`config.mk`:
```
export PLATFORM = sky130hd
export DESIGN_NAME = id_scoreboard
export DESIGN_NICKNAME = d
export VERILOG_FILES = /design/src/rtl/id_scoreboard.sv
export SDC_FILE = /design/constraint.sdc
export NUM_CORES = 1
export LEC_CHECK = 0
export BUFFER_PORTS_ARGS = -buffer_cell sky130_fd_sc_hd__buf_2
export CAP_MARGIN = 20
export CORE_ASPECT_RATIO = 0.9
export CORE_UTILIZATION = 45
export CTS_CLUSTER_DIAMETER = 40
export DETAILED_ROUTE_END_ITERATION = 12
export PLACE_DENSITY = 0.68
export SKIP_CTS_REPAIR_TIMING = 1
export SLEW_MARGIN = 40
export SYNTH_ARGS = -nofsm -noshare
export SYNTH_HDL_FRONTEND = slang
export SYNTH_SLANG_ARGS = --single-unit
```
`constraint.sdc`:
```
create_clock -name i_clk -period 4.6 [get_ports i_clk]
set_input_delay 0.23 -clock i_clk [delete_from_list [all_inputs] [get_ports i_clk]]
set_output_delay 0.23 -clock i_clk [all_outputs]
set_load 0.01 [all_outputs]
```
`src/rtl/id_scoreboard.sv`:
```
// Register-write scoreboard for a non-forwarding pipeline: tracks destination
// registers in flight after ID and stalls the ID instruction on a RAW hazard.
module id_scoreboard #(
    parameter int DEPTH     = 3,
    parameter bit WB_BYPASS = 1'b0
) (
    input  logic             i_clk,
    input  logic             i_reset,
    input  logic [31:0]      i_instr_id,
    input  logic             i_id_valid,
    input  logic             i_flush,
    output logic             o_stall,
    output logic [31:0]      o_busy,
    output logic [DEPTH-1:0] o_slot_valid,
    output logic [31:0]      o_stall_cnt
);

    localparam logic [6:0] OP_R     = 7'b0110011;
    localparam logic [6:0] OP_IALU  = 7'b0010011;
    localparam logic [6:0] OP_LOAD  = 7'b0000011;
    localparam logic [6:0] OP_STORE = 7'b0100011;
    localparam logic [6:0] OP_BR    = 7'b1100011;
    localparam logic [6:0] OP_JAL   = 7'b1101111;
    localparam logic [6:0] OP_JALR  = 7'b1100111;
    localparam logic [6:0] OP_LUI   = 7'b0110111;
    localparam logic [6:0] OP_AUIPC = 7'b0010111;

    // With a write-before-read register file the WB slot cannot cause a hazard.
    localparam int CMP_N = WB_BYPASS ? DEPTH - 1 : DEPTH;

    logic [DEPTH-1:0] valid_q, valid_d;
    logic [4:0]       rd_q [DEPTH];
    logic [4:0]       rd_d [DEPTH];
    logic [31:0]      stall_cnt_q, stall_cnt_d;

    logic [6:0] opcode;
    logic [4:0] rs1, rs2, rd;
    logic       rs1_used, rs2_used, writes_rd;
    logic       hit_rs1, hit_rs2;
    logic       unused_instr_bits;

    assign opcode = i_instr_id[6:0];
    assign rs1    = i_instr_id[19:15];
    assign rs2    = i_instr_id[24:20];
    assign rd     = i_instr_id[11:7];
    assign unused_instr_bits = ^{i_instr_id[31:25], i_instr_id[14:12]};

    always_comb begin
        rs1_used  = 1'b1;
        rs2_used  = 1'b0;
        writes_rd = 1'b0;
        case (opcode)
            OP_LUI, OP_AUIPC, OP_JAL: rs1_used = 1'b0;
            default:                  rs1_used = 1'b1;
        endcase
        case (opcode)
            OP_R, OP_STORE, OP_BR: rs2_used = 1'b1;
            default:               rs2_used = 1'b0;
        endcase
        case (opcode)
            OP_R, OP_IALU, OP_LOAD, OP_JAL, OP_JALR, OP_LUI, OP_AUIPC: writes_rd = 1'b1;
            default:                                                   writes_rd = 1'b0;
        endcase
    end

    always_comb begin
        hit_rs1 = 1'b0;
        hit_rs2 = 1'b0;
        for (int k = 0; k < DEPTH; k++) begin
            if ((k < CMP_N) && valid_q[k]) begin
                if (rd_q[k] == rs1) hit_rs1 = 1'b1;
                if (rd_q[k] == rs2) hit_rs2 = 1'b1;
            end
        end
        hit_rs1 = hit_rs1 & rs1_used & (rs1 != 5'd0);
        hit_rs2 = hit_rs2 & rs2_used & (rs2 != 5'd0);
    end

    // A flush squashes the ID instruction, so it must never stall.
    assign o_stall = i_id_valid & ~i_flush & (hit_rs1 | hit_rs2);

    always_comb begin
        o_busy = 32'h0;
        for (int k = 0; k < DEPTH; k++) begin
            if (valid_q[k]) o_busy[rd_q[k]] = 1'b1;
        end
        o_busy[0] = 1'b0;
    end

    always_comb begin
        valid_d[0] = i_id_valid & ~o_stall & ~i_flush & writes_rd & (rd != 5'd0);
        rd_d[0]    = rd;
        for (int k = 1; k < DEPTH; k++) begin
            valid_d[k] = valid_q[k-1];
            rd_d[k]    = rd_q[k-1];
        end
    end

    always_comb begin
        stall_cnt_d = stall_cnt_q;
        if (o_stall && (stall_cnt_q != 32'hFFFF_FFFF)) stall_cnt_d = stall_cnt_q + 32'd1;
    end

    always_ff @(posedge i_clk or posedge i_reset) begin
        if (i_reset) begin
            valid_q     <= '0;
            stall_cnt_q <= 32'h0;
            for (int k = 0; k < DEPTH; k++) rd_q[k] <= 5'd0;
        end else begin
            valid_q     <= valid_d;
            stall_cnt_q <= stall_cnt_d;
            for (int k = 0; k < DEPTH; k++) rd_q[k] <= rd_d[k];
        end
    end

    assign o_slot_valid = valid_q;
    assign o_stall_cnt  = stall_cnt_q;

endmodule
```
==> reports/qor.csv, run 1 <==
metric,value,unit
outcome,"finished, violations left",
violations,negative hold slack,
die_area,7904,µm²
synth_seq_cells,50,
antenna_left,0,
io_buffers,92,
setup_tns,0,ns
cp_max_fo,18,
clk_latency,0.31,ns
hold_class,input port to asynchronous set/reset pin,
critPathRequiredTime,4.37,ns
post-route-period-util,0.6099,
clock-sinks,50,
post_drt_wl_per_cell,16.51,µm
drv_cap,0,
drt_first_pass_iters,5,
grt_pass1_wl,14770,µm
async_reset_ff_frac,1.000,
arrival,2.58,ns
synthSimpleGateAreaFrac,0.3137,
cts-root-buf,clkbuf_8,
worst_pin_slew,0.7673,ns
netlist_instances,382,
dp_hpwl,6340,µm
antenna_found_initial,0,
cp_top_family,compound AO/OA/AOI/OAI gates,
rsz0062_at_grt,false,
area_delta_synth_final,16.31,%
setup.worst_path.class,register to primary output,
io_pins,104,
dieHeight,84.44,µm
synth-compound-area-share,0.09573,
power_density,218.3,nW/µm²
dp_cells,544,
cp_num_buf_inv,2,
final_net_count,496,
start_util,0.4730,
instances_no_fill,553,
htree_num_levels,2,
synthAdderAreaFrac,0.003682,
syn-num-nets,419,
grt_max_degree,51,
yosysWarnings,0,
cts_tree,done,
synth_cell_types,43,
drv_slew,0,
relSlewSlack,0.4866,
drt_iter0_drc,296,
drc,0,
antenna_cells,0,
final.min_clock_period,2.806,ns
synth_top_family_by_area,simple AND/OR/NAND/NOR gates,
routed_wl,9129,µm
place.gp.congestion,0.8255,
grt_overflow,0,
fmax,356.4,MHz
crit_path_max_incr_delay,0.56,ns
drive_above_1_share,0.2543,
syn_avg_cell_area,8.896,µm²
vias,3198,
synth-seq-area-share,0.3682,
clockBufferDepth,2,
synthFlopType,dfrtp_1,
synth_xor_area_frac,0.1572,
hold_violations,7,
hold_slack,-0.01800,ns
crit_path_start_kind,register,
rows,29,
fillers,674,
critPathSlowestCell,dfrtp_1,
ir_worst_vdd,0.1651,mV
clk_pin_slew,0.10,ns
die_w,93.60,µm
via_per_inst,5.783,
path_cells,"xor2_1, nor4_1, nand3_1, a31o_2, a21boi_4, buf_8, buf_2",
finalSetupViolations,0,
grt_pass1_vias,2943,
critPathCaptureType,primary output,
gr-usage-all-layers,0.2359,
core-area,7184,µm²
synth_edf_count,0,
cts-buffers-inserted,5,
clock_skew,0.01078,ns
p_leak,0.002006,µW
synth_area,3398,µm²
synthMuxAreaShare,0.004418,
## cells in the mapped netlist (all sizes together) (10+ instances only)
cell type   n  area share
nor2       17       0.019
and3b      10       0.027
dfrtp      50        0.37
nand2      73       0.081
buf        18       0.042
nand3      27       0.040
and3       21       0.039
nand4      15       0.031
xor2       24       0.062
nor3b      12       0.027
a22oi      30       0.066
xnor2      37       0.095
## cells in the final DEF (no fill, tap or decap), drive strengths merged, types with 5 or more instances in the layout
cell type  instances
buf               93
nand2             73
dfrtp             50
xnor2             37
a22oi             30
nand3             27
xor2              24
and3              21
nor2              17
nand4             15
nor3b             12
and3b             10
nor4               6
inv                6
clkbuf             5
nor3               5
## layout make-up
type | instances | area [µm²] | share of cell area
inverters | 5 | 21.27 | 0.005381
clock buffers | 5 | 68.82 | 0.01741
well taps | 93 | 116.4 | 0.02944
repair buffers | 93 | 475.5 | 0.1203
flip-flops and latches | 50 | 1251 | 0.3166
multi-input cells | 304 | 1972 | 0.4989
clock inverters | 3 | 47.55 | 0.01203
## power by group
part	internal, µW	total (µW)	switching [µW]
logic	30.6	72.0	41.4
clock network	165	322	157
registers	446	469	22.8
## flip-flops by register name, summed over array words and instances (netlist names)
| register | cells |
|---|---|
| o_stall_cnt | 32 |
| rd_d | 10 |
| rd_q | 5 |
| o_slot_valid | 3 |
## final timing paths
path | startpoint | end | slack (ns) | depth (start not counted)
setup / recovery | rd_d[9] | o_stall | 1.79 | 7
hold / removal | i_reset | o_stall_cnt[29] | -0.02 | 2
setup reg to reg | o_stall_cnt[2] | o_stall_cnt[17] | 1.99 | 6
hold reg to reg | o_stall_cnt[31] | o_stall_cnt[31] | 0.49 | 1
max in group asynchronous | i_reset | o_stall_cnt[0] | 4.21 | 2
min in group i_clk | i_instr_id[11] | rd_d[9] | 0.03 | 1
## logic make-up after synthesis
logic type / after synthesis
other: 1
muxes: 1
buffers and inverters: 28
and+or+nand+nor: 199
adders and majority gates: 1
DFF: 50
AOI/OAI and AO/OA: 41
xor gates and xnor gates: 61
## worst register-to-register path, delay by kind of cell (launching register included)
kind / cells / cell delay (ns)
flops: 1 / 0.44
xor+xnor: 1 / 0.13
simple gates: 5 / 1.97
## layer usage
metal | vias to the layer above | global-route usage | part of all wire
li1 | 1503 | - | -
met1 | 1521 | 0.3624 | 0.47
met2 | 161 | 0.3376 | 0.44
met3 | 13 | 0.03895 | 0.085
met4 | 0 | 0.06993 | 0.0097
met5 | - | 0 | 0
## per-stage QoR
step / util / total power (µW) / setup WS [ns] / area, µm²
after floorplan: - / 520.0 / 2.600 / 3398
after global placement: 0.5294 / 544.5 / 1.830 / 3804
after detailed placement: 0.5319 / 548.3 / 1.798 / 3821
after CTS: 0.5481 / 868.1 / 1.660 / 3938
after global routing: 0.5502 / 900.0 / 1.631 / 3953
final: 0.5502 / 862.7 / 1.794 / 3953
Power figures use the tool's default switching activity.
==> run 2: changes to the inputs <==
==> constraint.sdc (replaced) <==
create_clock -name i_clk -period 2.6 [get_ports i_clk]
set_input_delay 0.13 -clock i_clk [delete_from_list [all_inputs] [get_ports i_clk]]
set_output_delay 0.13 -clock i_clk [all_outputs]
set_load 0.01 [all_outputs]
==> run 2 against run 1 <==
Compared with the run above: the flow still finishes with violations (negative hold slack); final cell count rose by 2.2%; clock power up 100%; hold slack got worse by 0.010 ns; die area stayed put; flip-flop and latch count unchanged; power up 87%; global-route usage is 0.19 points lower; clock skew decreased by 0.0066 ns; sequential share of layout area fell by 0.82 points.
==> reports/qor.csv, run 2 (same netlist as run 1, synthesis figures left out) <==
metric,value,unit,change
outcome,"finished, violations left",,
violations,negative hold slack,,
htree_num_levels,2,,unchanged
hold_class,input port to asynchronous set/reset pin,,
rsz0062_at_grt,false,,
dpl-instance-area,3876,µm²,+1.4%
gr-usage-all-layers,0.2340,,-0.001905
grt_overflow,0,,unchanged
antenna_cells,0,,unchanged
drv_slew,0,,unchanged
cp_top_family,simple AND/OR/NAND/NOR gates,,
start_util,0.4730,,unchanged
crit_path_max_incr_delay,0.54,ns,-0.02 ns
design_power_total,1613,µW,+87%
clockBufferDepth,2,,unchanged
final.min_clock_period,2.471,ns,
path_cells,"xor2_1, nor4_1, and3_1, o31ai_2, a21boi_4, buf_12, buf_2",,
arrival,2.34,ns,-0.24 ns
grt_max_degree,51,,unchanged
rows,29,,unchanged
antenna_left,0,,unchanged
clk_pin_slew,0.09,ns,about the same
clock_skew,0.004211,ns,-0.006566 ns
cts-buffers-inserted,5,,unchanged
post-route-period-util,0.9505,,
grt_pass1_vias,2998,,+1.9%
drv_cap,0,,unchanged
ir_worst_vdd,0.3428,mV,+110%
die_area,7904,µm²,unchanged
io_buffers,92,,unchanged
dieHeight,84.44,µm,unchanged
rr_worst_depth,8,,+2
clock-sinks,50,,unchanged
dpl_worst_slack,0.3834,ns,-1.415 ns
cp_max_fo,31,,+13
setup_slack,0.1287,ns,-1.666 ns
worst_pin_slew,0.7448,ns,-0.02251 ns
critPathRequiredTime,2.47,ns,-1.90 ns
drive_above_1_share,0.2606,,+0.006245
drc,0,,unchanged
vias,3234,,+1.1%
area_delta_synth_final,19.66,%,
clk_latency,0.30,ns,about the same
largest_register_ff_count,32,,unchanged
setup.worst_path.class,register to primary output,,
grt_pass1_wl,14750,µm,-0.14%
crit_path_start_kind,register,,
cp_num_buf_inv,2,,unchanged
post_drt_wl_per_cell,16.41,µm,-0.58%
fmax,404.6,MHz,
power_density,396.6,nW/µm²,+82%
die_w,93.60,µm,unchanged
critPathSlowestCell,dfrtp_1,,
routed_wl,9273,µm,+1.6%
cts_tree,done,,
cts-root-buf,clkbuf_8,,
antenna_found_initial,0,,unchanged
hold_violations,50,,+43
core-area,7184,µm²,unchanged
place.gp.congestion,0.8539,,+3.4%
fillers,676,,+0.30%
critPathCaptureType,primary output,,
final_net_count,508,,+2.4%
via_per_inst,5.724,,-1.0%
drt_first_pass_iters,5,,unchanged
drt_iter0_drc,335,,+13%
finalInstanceArea,4066,µm²,+2.9%
io_pins,104,,unchanged
p_leak,0.002067,µW,+3.1%
hold_slack,-0.02848,ns,-0.01048 ns
dp_hpwl,6496,µm,+2.5%
relSlewSlack,0.5017,,+0.01506
layout_commonest_cell,buf_2,,
finalSetupViolations,0,,unchanged
setup_tns,0,ns,unchanged
layout_common_cells,"92 x buf_2, 73 x nand2_1, 48 x dfrtp_1",,
worst-path-stages,7,,unchanged
[run 2: path summary, 6_finish.rpt]
check	start	endpoint	slack, ns
setup / recovery	rd_q[3]	o_stall	0.13
hold / removal	i_reset	o_stall_cnt[30]	-0.03
setup reg to reg	rd_q[3]	o_stall_cnt[16]	0.32
hold reg to reg	o_stall_cnt[31]	o_stall_cnt[31]	0.50
max in group asynchronous	i_reset	rd_d[9]	2.19
min in group i_clk	i_instr_id[1]	o_slot_valid[0]	0.28
[run 2: layout make-up]
type                    count  area, µm²  area share
multi-input cells         304       1957      0.4812
flip-flops and latches     50       1254      0.3083
repair buffers            105      583.1      0.1434
well taps                  93      116.4     0.02862
clock buffers               5      68.82     0.01692
clock inverters             3      68.82     0.01692
inverters                   5      18.77    0.004615
[run 2: metrics by stage]
stage,cells,util
after global placement,552,0.5395
after CTS,560,0.5587
after global routing,565,0.5660
after detailed placement,552,0.5395
final,565,0.5660
after floorplan,382,-
[run 2: routing by layer]
layer	part of all wire	GRT usage
met5	0	0
met4	0.011	0.05594
met3	0.076	0.03080
met2	0.46	0.3483
met1	0.46	0.3581
[run 2: where the power goes]
group	internal (µW)	switching, µW	total (µW)	leakage (µW)
Clock	385	263	648	0.0000683
Sequential	790	38.8	828	0.000662
Combinational	60.9	74.9	136	0.00134
Total	1240	377	1610	0.00207
[run 2: worst reg2reg max path: cells and delay by family (launching register included)]
family	cells	cell delay (ns)
simple gates	3	0.79
flops	1	0.54
xor+xnor	2	0.38
compound gates	2	0.27
buf+inv	1	0.20
